## src/rtl/pin_keypad_encoder_if.sv

```systemverilog
// Keypad-to-gate-controller bus for the PIN encoder.
// The master side is the keypad scanner (it drives the key signals) and the
// slave side is the encoder (it drives the PIN bus and the status pulses).
interface pin_keypad_encoder_if;
  logic       key_valid;
  logic [3:0] key_code;
  logic [7:0] P;
  logic       p_enter;
  logic [1:0] digit_count;
  logic       entry_timeout;

  modport master (
    output key_valid,
    output key_code,
    input  P,
    input  p_enter,
    input  digit_count,
    input  entry_timeout
  );

  modport slave (
    input  key_valid,
    input  key_code,
    output P,
    output p_enter,
    output digit_count,
    output entry_timeout
  );
endinterface

```

## src/rtl/pin_keypad_encoder.sv

```systemverilog
// PIN keypad encoder: turns up to two decimal key presses into an 8-bit binary
// PIN with a one-cycle p_enter strobe. A clear key, an enter key and an
// inactivity timeout that discards partial entries are also handled.
module pin_keypad_encoder #(
  parameter int       TIMEOUT_CYCLES = 1000,
  parameter bit [3:0] CLEAR_CODE     = 4'hA,
  parameter bit [3:0] ENTER_CODE     = 4'hB
) (
  input logic             clk,
  input logic             reset,
  pin_keypad_encoder_if.slave bus
);

  localparam int CW = $clog2(TIMEOUT_CYCLES + 1);
  localparam logic [CW-1:0] LAST_IDLE = CW'(TIMEOUT_CYCLES - 1);

  typedef enum logic [1:0] {
    EMPTY = 2'd0,
    ONE   = 2'd1,
    TWO   = 2'd2
  } state_t;

  state_t        state;
  logic [3:0]    tens;
  logic [3:0]    units;
  logic [CW-1:0] idle_cnt;
  logic          key_prev;

  logic          accept;
  logic          is_digit;
  logic          is_clear;
  logic          is_enter;
  logic          legal_key;
  logic [7:0]    enter_value;

  // A press counts only on the rising edge of key_valid; illegal codes are
  // treated as if nothing was pressed, so they do not refresh the idle timer.
  always_comb begin
    accept    = bus.key_valid & ~key_prev;
    is_digit  = (bus.key_code <= 4'd9);
    is_clear  = (bus.key_code == CLEAR_CODE);
    is_enter  = (bus.key_code == ENTER_CODE);
    legal_key = accept & (is_digit | is_clear | is_enter);
  end

  // PIN value for the enter key: tens*10 + units, at most 99 so 8 bits suffice.
  always_comb begin
    enter_value = 8'd0;
    if (state == ONE) begin
      enter_value = {4'd0, units};
    end else begin
      enter_value = ({4'd0, tens} << 3) + ({4'd0, tens} << 1) + {4'd0, units};
    end
  end

  assign bus.digit_count = state;

  // Entry state machine, digit buffer, idle timer and registered outputs.
  always_ff @(posedge clk) begin
    if (reset) begin
      state             <= EMPTY;
      tens              <= 4'd0;
      units             <= 4'd0;
      idle_cnt          <= '0;
      key_prev          <= 1'b1;
      bus.P             <= 8'd0;
      bus.p_enter       <= 1'b0;
      bus.entry_timeout <= 1'b0;
    end else begin
      key_prev          <= bus.key_valid;
      bus.p_enter       <= 1'b0;
      bus.entry_timeout <= 1'b0;
      if (legal_key) begin
        idle_cnt <= '0;
        if (is_clear) begin
          tens  <= 4'd0;
          units <= 4'd0;
          state <= EMPTY;
        end else if (is_enter) begin
          if (state != EMPTY) begin
            bus.P       <= enter_value;
            bus.p_enter <= 1'b1;
            tens        <= 4'd0;
            units       <= 4'd0;
            state       <= EMPTY;
          end
        end else begin
          case (state)
            EMPTY: begin
              units <= bus.key_code;
              state <= ONE;
            end
            ONE, TWO: begin
              tens  <= units;
              units <= bus.key_code;
              state <= TWO;
            end
            default: begin
              tens  <= 4'd0;
              units <= 4'd0;
              state <= EMPTY;
            end
          endcase
        end
      end else if (state != EMPTY) begin
        if (idle_cnt == LAST_IDLE) begin
          tens              <= 4'd0;
          units             <= 4'd0;
          state             <= EMPTY;
          idle_cnt          <= '0;
          bus.entry_timeout <= 1'b1;
        end else begin
          idle_cnt <= idle_cnt + 1'b1;
        end
      end else begin
        idle_cnt <= '0;
      end
    end
  end

endmodule
```

## src/flat_wrapper.sv

```systemverilog
// flat-port wrapper written by rule: the top's interface ports become plain ports
module pin_keypad_encoder_flat 
#(
  parameter int       TIMEOUT_CYCLES = 1000,
  parameter bit [3:0] CLEAR_CODE     = 4'hA,
  parameter bit [3:0] ENTER_CODE     = 4'hB
)
  (clk, reset, bus_key_valid, bus_key_code, bus_P, bus_p_enter, bus_digit_count, bus_entry_timeout);
  pin_keypad_encoder_if bus_i ();
  input logic clk;
  input logic reset;
  input wire logic [$bits(bus_i.key_valid)-1:0] bus_key_valid;
  input wire logic [$bits(bus_i.key_code)-1:0] bus_key_code;
  output wire logic [$bits(bus_i.P)-1:0] bus_P;
  output wire logic [$bits(bus_i.p_enter)-1:0] bus_p_enter;
  output wire logic [$bits(bus_i.digit_count)-1:0] bus_digit_count;
  output wire logic [$bits(bus_i.entry_timeout)-1:0] bus_entry_timeout;
  assign bus_i.key_valid = bus_key_valid;
  assign bus_i.key_code = bus_key_code;
  assign bus_P = bus_i.P;
  assign bus_p_enter = bus_i.p_enter;
  assign bus_digit_count = bus_i.digit_count;
  assign bus_entry_timeout = bus_i.entry_timeout;
  pin_keypad_encoder #(.TIMEOUT_CYCLES(TIMEOUT_CYCLES), .CLEAR_CODE(CLEAR_CODE), .ENTER_CODE(ENTER_CODE)) u_core (.clk(clk), .reset(reset), .bus(bus_i));
endmodule
```

## config.mk

```make
export PLATFORM = sky130hd
export DESIGN_NAME = pin_keypad_encoder_flat
export DESIGN_NICKNAME = d
export VERILOG_FILES = /design/src/rtl/pin_keypad_encoder_if.sv /design/src/rtl/pin_keypad_encoder.sv /design/src/flat_wrapper.sv
export SDC_FILE = /design/constraint.sdc
export NUM_CORES = 1
export LEC_CHECK = 0
export CAP_MARGIN = 30
export CORE_ASPECT_RATIO = 2
export CORE_MARGIN = 5
export CORE_UTILIZATION = 49
export CTS_BUF_LIST = sky130_fd_sc_hd__clkbuf_8 sky130_fd_sc_hd__clkbuf_16
export DETAILED_ROUTE_END_ITERATION = 8
export HOLD_SLACK_MARGIN = 0.02
export PLACE_DENSITY_LB_ADDON = 0.1
export REMOVE_ABC_BUFFERS = 1
export SYNTH_ARGS = -nofsm -noshare
export SYNTH_HDL_FRONTEND = slang
export SYNTH_SLANG_ARGS = --single-unit
```

## constraint.sdc

```tcl
create_clock -name clk -period 2.87 [get_ports clk]
set_input_delay 0.574 -clock clk [delete_from_list [all_inputs] [get_ports clk]]
set_output_delay 0.574 -clock clk [all_outputs]
set_load 0.01 [all_outputs]
```

-- After elaboration in Yosys (flattened, before gate mapping)
Index checks and enable logic that the tools add are counted.
W data, S select, Z words.
- multiply operators: 0
- order comparisons: 1
- add/subtract/negate cells: 3
- reduce and logical (&&, ||, !) cells: 12
- equality and inequality tests: 7
- mux-type cells: 21
- divide/modulo/power cells: 0
- bitwise operators: 9
- shift-type cells: 0
- operators by type and width (operator ; number):
    $mux W4 ; 10
    $mux W2 ; 6
    $add A10 B1 Y10 const B ; 1
    $eq A10 B10 Y1 const B ; 1
    $add A7 B5 Y8 ; 1
    $add A8 B4 Y8 ; 1
    $eq A4 B4 Y1 const B ; 2
    $mux W8 ; 1
    $pmux W4 S2 ; 1
    $reduce_and A4 Y1 ; 2
    $reduce_or A4 Y1 ; 2
    $reduce_bool A2 Y1 ; 3
    $reduce_or A3 Y1 ; 2
    $not A1 Y1 ; 5
    $le A4 B4 Y1 const B ; 1
    $ne A4 B2 Y1 const B ; 1
    $pmux W2 S2 ; 1
    $ne A3 B2 Y1 const B ; 1
    $reduce_and A3 Y1 ; 1
    $and A1 B1 Y1 ; 2
    $eq A2 B1 Y1 const B ; 1
    $eq A2 B2 Y1 const B ; 1
    $logic_not A2 Y1 ; 1
    $mux W1 ; 2
    2 further kinds ; 3
- output and inout port bits: 12
- flip-flop bits (word level): 31
- word-level logic and storage cells: 61
- bits in writable memories: 0
- bits of input ports: 7
- memory bits (read-only): 0
- memories kept: 0
- latch bits: 0

-- Depth between registers and ports, before layout
Gate-level depths: netlist of the first run.
- depth in word-level cells: 6
- gate-level depth with buffers: 8
- mapped depth without buffers: 8

-- Worst setup path before layout of the first run
Ideal clock, no wire load.
- path type: reg-to-reg
- start: reg u_core.units[3]
- end: reg u_core.bus.P[6]
- slack: 0.745 ns
- clock period less this slack: 2.125 ns
- setup time: 0.115 ns
- cell stages (with the launch flop): 9
- data arrival time: 2.009 ns
- path buffers: 0
- required time: 2.755 ns
- path through: dfxtp_1 > inv_1 > fa_1 > inv_1 > fa_1 > a21o_1 > a21oi_1 > xnor2_1 > a31o_1
- word-level cells in the longest chain between the ends: 2
- RTL lines (what ; line ; source):
    start, declared ; pin_keypad_encoder.sv:25 ; logic [3:0] units;
    start signal, assigned ; pin_keypad_encoder.sv:90 ; units <= bus.key_code;
    start signal, assigned ; pin_keypad_encoder.sv:95 ; units <= bus.key_code;
    $add A8 B4 Y8 ; pin_keypad_encoder.sv:52 ; enter_value = ({4'd0, tens} << 3) + ({4'd0, tens} << 1) + {4'd0, units};
    $mux W8 ; pin_keypad_encoder.sv:49 ; if (state == ONE) begin
    end signal, assigned ; pin_keypad_encoder.sv:81 ; bus.P <= enter_value;
    end, declared ; pin_keypad_encoder_if.sv:24 ; output P,
No other way between the ends.
A chain may end at the register's enable or synchronous reset.

-- Final worst setup path of the first run
Same ends and word-level chain as after synthesis.

==> flow_metrics.env, run 1 <==
export IMPL_status="finished clean"
export IMPL_max_cap_viol_count=0
export IMPL_nNetsFinal=218
export IMPL_timing_fmax_mhz=429.3
export IMPL_cts_resized=0
export IMPL_syn_area_um2=1607
export IMPL_fin_crit_ns=2.329
export IMPL_cts_tree="built"
export IMPL_nFillCells=289
export IMPL_setup_ws_ns=0.5405
export IMPL_synth_edf_count=0
export IMPL_numCtsBuffers=5
export IMPL_grt_antenna_before_repair=0
export IMPL_clkSinkCount=31
export IMPL_crit_path_end_kind="flop"
export IMPL_grt_pass1_vias=1343
export IMPL_layout_drive_gt1_share_pct=8.586
export IMPL_wirelength_um=3702
export IMPL_clockBufferDepth=2
export IMPL_hold_violations=0
export IMPL_path_max_fanout=3
export IMPL_viasPerCell=5.734
export IMPL_synth_async_reset_ratio_pct=0
export IMPL_cp_cell_sequence="inv_1 -> fa_1 -> inv_1 -> fa_1 -> a21o_1 -> a21oi_1 -> xnor2_1 -> a31o_1"
export IMPL_setup_viol=0
export IMPL_crit_buf_inv=2
export IMPL_routabilityCongestion=0.8640
export IMPL_cts_root_buf="clkbuf_8"
export IMPL_post_drt_wl_per_cell_um=16.17
export IMPL_hpwl_um=2990
export IMPL_worst_pin_slew_ns=0.4498
export IMPL_drc=0
export IMPL_cts_max_level=2
export IMPL_avgSynthCellArea_um2=9.128
export IMPL_num_rows=29
export IMPL_firstDrtPassIters=4
export IMPL_track_usage_pct=16.91
export IMPL_yosysSeqAreaShare_pct=38.63
export IMPL_fin_skew_ns=0.006280
export IMPL_insertion_delay_ns=0.28
export IMPL_clkTransAtPathRegs_ns=0.07
export IMPL_maxSlewHeadroom_pct=69.92
export IMPL_synthCells=176
export IMPL_core_um2=3157
export IMPL_port_buffers=18
export IMPL_cp_data_required_time_ns=3.05
export IMPL_cp_start_kind="flop"
export IMPL_dieArea_um2=4593
export IMPL_leakage_nw=0.7340
export IMPL_vias=1313
export IMPL_maxSlewViolCount=0
export IMPL_ys_warn_count=0
export IMPL_postCtsSetupBuffers=0
export IMPL_areaGrowthSynthToFinish_pct=19.86
export IMPL_drt_initial_drc_count=25
export IMPL_preCtsSetupSlack_ns=0.5043
export IMPL_grt_max_degree=13
export IMPL_synth_cell_types=40
export IMPL_ios=19
export IMPL_worst_ep_arrival_time_ns=2.51
export IMPL_die_w_um=50.49
export IMPL_hold_path_class="flop to flop"
export IMPL_synthFlopType="dfxtp_1"
export IMPL_antenna_cells=0
export IMPL_crit_type="flop to flop"
export IMPL_setup_tns_ns=0
export IMPL_final_cell_mix="31 x dfxtp_1, 18 x nor2_1, 18 x clkdlybuf4s50_1, 16 x inv_1"
export IMPL_ys_ff_latch=31
export IMPL_grt_overflow=0
export IMPL_timing_final_crit_share_pct=81.17
export IMPL_grt_pass1_wl_um=6044
export IMPL_slowest_stage="fa_1"
export IMPL_ir_drop_uv=377.3
export IMPL_layout_commonest_cell="dfxtp_1"
export IMPL_cts_hold_buf=0
export IMPL_rsz0062_at_grt="false"
export IMPL_power_density_nw_per_um2=488.1
export IMPL_ant_nets=0
export IMPL_slowest_delay_ns=0.53
export IMPL_die_h_um=90.98
export IMPL_critical_path_top_delay_family="adder cells"
export IMPL_initial_core_util_pct=50.89
## cell type report
type | instances | area [µm²] | share of cell area [%]
Tap cell | 31 | 38.79 | 2.014
Timing Repair Buffer | 20 | 195.2 | 10.14
Clock buffer | 6 | 82.58 | 4.288
Sequential cell | 31 | 620.6 | 32.23
Multi-Input combinational cell | 123 | 893.4 | 46.39
Clock inverter | 2 | 35.03 | 1.819
Inverter | 16 | 60.06 | 3.119
## worst reg2reg max path: stages, from the launching register on
cell	delay (ns)
dfxtp_1	0.37
inv_1	0.10
fa_1	0.53
inv_1	0.06
fa_1	0.46
a21o_1	0.20
a21oi_1	0.18
xnor2_1	0.12
a31o_1	0.22
## metrics by stage
stage / cells / hold WS [ns] / instance area (µm²) / util, % / power, W
finish: 229 / 0.4532 / 1926 / 61.00 / 0.0009399
detailed placement: 221 / 0.4486 / 1808 / 57.27 / 0.0005027
CTS: 229 / 0.4580 / 1926 / 61.00 / 0.0009452
floorplan: 170 / 0.4175 / 1574 / - / 0.0004767
global route: 229 / 0.4729 / 1926 / 61.00 / 0.0009725
global placement: 221 / 0.4314 / 1808 / 57.27 / 0.0005016
## worst paths after layout
check | startpoint | endpoint | slack [ns] | depth (start not counted)
hold / removal | u_core.bus.P[7]$_SDFFE_PP0P_ | u_core.bus.P[7]$_SDFFE_PP0P_ | 0.45 | 2
setup / recovery | u_core.units[3]$_SDFFE_PP0P_ | u_core.bus.P[6]$_SDFFE_PP0P_ | 0.54 | 8
setup reg to reg | u_core.units[3]$_SDFFE_PP0P_ | u_core.bus.P[6]$_SDFFE_PP0P_ | 0.54 | 8
hold reg to reg | u_core.bus.P[7]$_SDFFE_PP0P_ | u_core.bus.P[7]$_SDFFE_PP0P_ | 0.45 | 2
## flip-flops by register name, indices dropped and copies added, names as in the netlist
name	count
u_core.bus.P	8
u_core.bus.digit_count	2
u_core.bus.entry_timeout	1
u_core.bus.p_enter	1
u_core.idle_cnt	10
u_core.key_prev	1
u_core.tens	4
u_core.units	4
## synthesized netlist by cell type (2+ instances only)
| cell type | n | share of area (%) |
|---|---|---|
| or4_1 | 2 | 0.93 |
| nor2b_1 | 2 | 0.78 |
| clkbuf_1 | 2 | 0.47 |
| buf_2 | 2 | 0.62 |
| a22o_1 | 4 | 2.2 |
| mux2i_1 | 3 | 1.9 |
| dfxtp_1 | 31 | 39 |
| a31oi_1 | 2 | 0.78 |
| o21ai_0 | 5 | 1.6 |
| nand3_1 | 12 | 3.7 |
| a32o_1 | 2 | 1.2 |
| nand4_1 | 3 | 1.2 |
| a311oi_1 | 2 | 1.1 |
| a21oi_1 | 6 | 1.9 |
| nand2_1 | 12 | 2.8 |
| ha_1 | 12 | 9.3 |
| o2111ai_1 | 2 | 1.1 |
| xor2_1 | 3 | 1.6 |
| nor3_1 | 5 | 1.6 |
| a211oi_1 | 3 | 1.4 |
| xnor2_1 | 8 | 4.4 |
| fa_1 | 2 | 2.5 |
| nor2_1 | 18 | 4.2 |
| nand2b_4 | 2 | 1.7 |
| inv_1 | 16 | 3.7 |
## logic make-up after synthesis
group | after synthesis | synth area share, %
buf+inv | 22 | 5.763
mux | 3 | 1.869
xor+xnor | 11 | 5.997
flops | 31 | 38.63
compound gates | 31 | 14.25
fa+ha+maj | 14 | 11.84
simple gates | 64 | 21.65
## where the power goes
| group | internal, W | switching [W] | total [W] |
|---|---|---|---|
| registers | 0.000435 | 0.00000447 | 0.000439 |
| logic | 0.0000227 | 0.0000319 | 0.0000546 |
| clock network | 0.000281 | 0.000165 | 0.000446 |
## layer usage
layer  vias up  routed length, µm  part of all wire, %  track usage (%)
li1        661                  -                    -                -
met3         9                135                  3.6            3.934
met2        31               2212                   60            33.61
met5         -                  0                    0                0
met1       612               1251                   34            14.83
met4         0                102                  2.8            6.823
No activity file was read; power rests on OpenSTA's default activity.
==> run 2, diff against run 1 <==
==> constraint.sdc (replaced) <==
create_clock -name clk -period 2.44 [get_ports clk]
set_input_delay 0.488 -clock clk [delete_from_list [all_inputs] [get_ports clk]]
set_output_delay 0.488 -clock clk [all_outputs]
set_load 0.01 [all_outputs]
==> run 2 against run 1 <==
Net effect:
- worst setup slack worse by 0.34 ns
- final area is 0.39% lower
- die area stayed put
- routed wire length is 0.57% lower
- utilization is 0.24 points lower
- global-route usage is 0.97 points higher
- register-to-register slack worse by 0.34 ns
- critical endpoint unchanged
==> flow_metrics.env, run 2 (synthesis results as in run 1) <==
export IMPL_largest_register_ffs=10
export IMPL_track_usage_pct=17.87
export IMPL_power_density_nw_per_um2=517.6
export IMPL_leakage_nw=0.7348
export IMPL_slowest_stage="fa_1"
export IMPL_hold_violations=0
export IMPL_crit_path_end_kind="flop"
export IMPL_setup_viol=0
export IMPL_timing_fmax_mhz=445.7
export IMPL_areaGrowthSynthToFinish_pct=19.39
export IMPL_hpwl_um=2992
export IMPL_grt_antenna_before_repair=0
export IMPL_crit_buf_inv=2
export IMPL_hold_path_class="flop to flop"
export IMPL_post_drt_wl_per_cell_um=15.94
export IMPL_antenna_cells=0
export IMPL_routabilityCongestion=0.8889
export IMPL_critical_path_top_delay_family="adder cells"
export IMPL_worst_pin_slew_ns=0.3796
export IMPL_ios=19
export IMPL_drt_initial_drc_count=45
export IMPL_preCtsSetupSlack_ns=0.1879
export IMPL_status="finished clean"
export IMPL_cp_start_kind="flop"
export IMPL_postCtsSetupBuffers=0
export IMPL_holdWs_ns=0.4466
export IMPL_fin_crit_ns=2.244
export IMPL_path_max_fanout=3
export IMPL_maxSlewHeadroom_pct=74.69
export IMPL_grt_pass1_vias=1417
export IMPL_cp_cell_sequence="inv_1 -> fa_1 -> inv_1 -> fa_1 -> a21o_1 -> a21oi_1 -> xnor2_1 -> a31o_1"
export IMPL_grt_overflow=0
export IMPL_cts_resized=0
export IMPL_cts_max_level=2
export IMPL_worst_ep_arrival_time_ns=2.42
export IMPL_die_h_um=90.98
export IMPL_reg_top3="u_core.idle_cnt x10, u_core.bus.P x8"
export IMPL_setup_ws_ns=0.1963
export IMPL_insertion_delay_ns=0.28
export IMPL_drc=0
export IMPL_viasPerCell=5.740
export IMPL_clockBufferDepth=2
export IMPL_cp_data_required_time_ns=2.62
export IMPL_wirelength_um=3681
export IMPL_max_cap_viol_count=0
export IMPL_setup_tns_ns=0
export IMPL_core_um2=3157
export IMPL_cts_hold_buf=0
export IMPL_initial_core_util_pct=50.89
export IMPL_p_total_w=0.0009927
export IMPL_numCtsBuffers=5
export IMPL_ir_drop_uv=541.8
export IMPL_port_buffers=18
export IMPL_fin_skew_ns=0.007036
export IMPL_firstDrtPassIters=4
export IMPL_crit_type="flop to flop"
export IMPL_final_cell_mix="31 x dfxtp_1, 18 x nor2_1, 18 x clkdlybuf4s50_1, 16 x inv_1"
export IMPL_clkTransAtPathRegs_ns=0.07
export IMPL_grt_pass1_wl_um=6361
export IMPL_timing_final_crit_share_pct=91.95
export IMPL_cts_root_buf="clkbuf_8"
export IMPL_layout_commonest_cell="dfxtp_1"
export IMPL_cts_tree="built"
export IMPL_ant_nets=0
export IMPL_nNetsFinal=221
export IMPL_rsz0062_at_grt="false"
export IMPL_dieArea_um2=4593
export IMPL_vias=1326
export IMPL_largest_register="u_core.idle_cnt"
export IMPL_maxSlewViolCount=0
export IMPL_layout_drive_gt1_share_pct=9.500
export IMPL_slowest_delay_ns=0.53
export IMPL_num_rows=29
export IMPL_clkSinkCount=31
export IMPL_grt_max_degree=11
export IMPL_nFillCells=280
export IMPL_die_w_um=50.49
[run 2: final timing paths]
path	start	end	slack, ns	cells after the start
setup / recovery	u_core.units[3]$_SDFFE_PP0P_	u_core.bus.P[6]$_SDFFE_PP0P_	0.20	8
hold / removal	u_core.bus.P[4]$_SDFFE_PP0P_	u_core.bus.P[4]$_SDFFE_PP0P_	0.45	2
setup reg to reg	u_core.units[3]$_SDFFE_PP0P_	u_core.bus.P[6]$_SDFFE_PP0P_	0.20	8
hold reg to reg	u_core.bus.P[4]$_SDFFE_PP0P_	u_core.bus.P[4]$_SDFFE_PP0P_	0.45	2
[run 2: area by class of cell]
cell class              count  area [µm²]  area share, %
clock buffers               6       82.58          4.305
clock inverters             1       5.005         0.2609
inverters                  16       60.06          3.131
multi-input cells         123       893.4          46.58
flip-flops and latches     31       620.6          32.35
well taps                  31       38.79          2.022
repair buffers             23       217.7          11.35
[run 2: power breakdown]
| part | internal, W | total, W | switching, W | leakage, nW |
|---|---|---|---|---|
| Combinational | 0.0000290 | 0.0000674 | 0.0000384 | 0.437 |
| Clock | 0.000221 | 0.000409 | 0.000188 | 0.0470 |
| Sequential | 0.000511 | 0.000516 | 0.00000486 | 0.250 |
[run 2: stage by stage]
step | util (%) | area, µm² | instances
floorplan | - | 1574 | 170
global placement | 57.99 | 1831 | 224
detailed placement | 57.99 | 1831 | 224
CTS | 60.76 | 1918 | 231
global route | 60.76 | 1918 | 231
finish | 60.76 | 1918 | 231
[run 2: worst register-to-register path, delay by kind of cell, from the launching register on]
family,cells,cell delay [ns]
adder cells (fa/ha/maj),2,0.99
AO/OA/AOI/OAI,3,0.57
buffers and inverters,2,0.15
flip-flops,1,0.35
XOR/XNOR,1,0.08
[run 2: routing by layer]
layer	GRT usage [%]	up-vias	routed length [µm]
li1	-	664	-
met3	3.115	11	122
met2	33.92	31	2140
met1	16.46	620	1258
met5	0	-	0
met4	10.23	0	160
==> run 3, diff against run 2 <==
--- a/config.mk
+++ b/config.mk
@@ -11,6 +11,7 @@
 export CORE_UTILIZATION = 49
 export CTS_BUF_LIST = sky130_fd_sc_hd__clkbuf_8 sky130_fd_sc_hd__clkbuf_16
 export DETAILED_ROUTE_END_ITERATION = 8
+export GPL_ROUTABILITY_DRIVEN = 1
 export HOLD_SLACK_MARGIN = 0.02
 export PLACE_DENSITY_LB_ADDON = 0.1
 export REMOVE_ABC_BUFFERS = 1
==> results of run 3 <==
No change in the layout: final DEF, timing and power equal those of run 2.
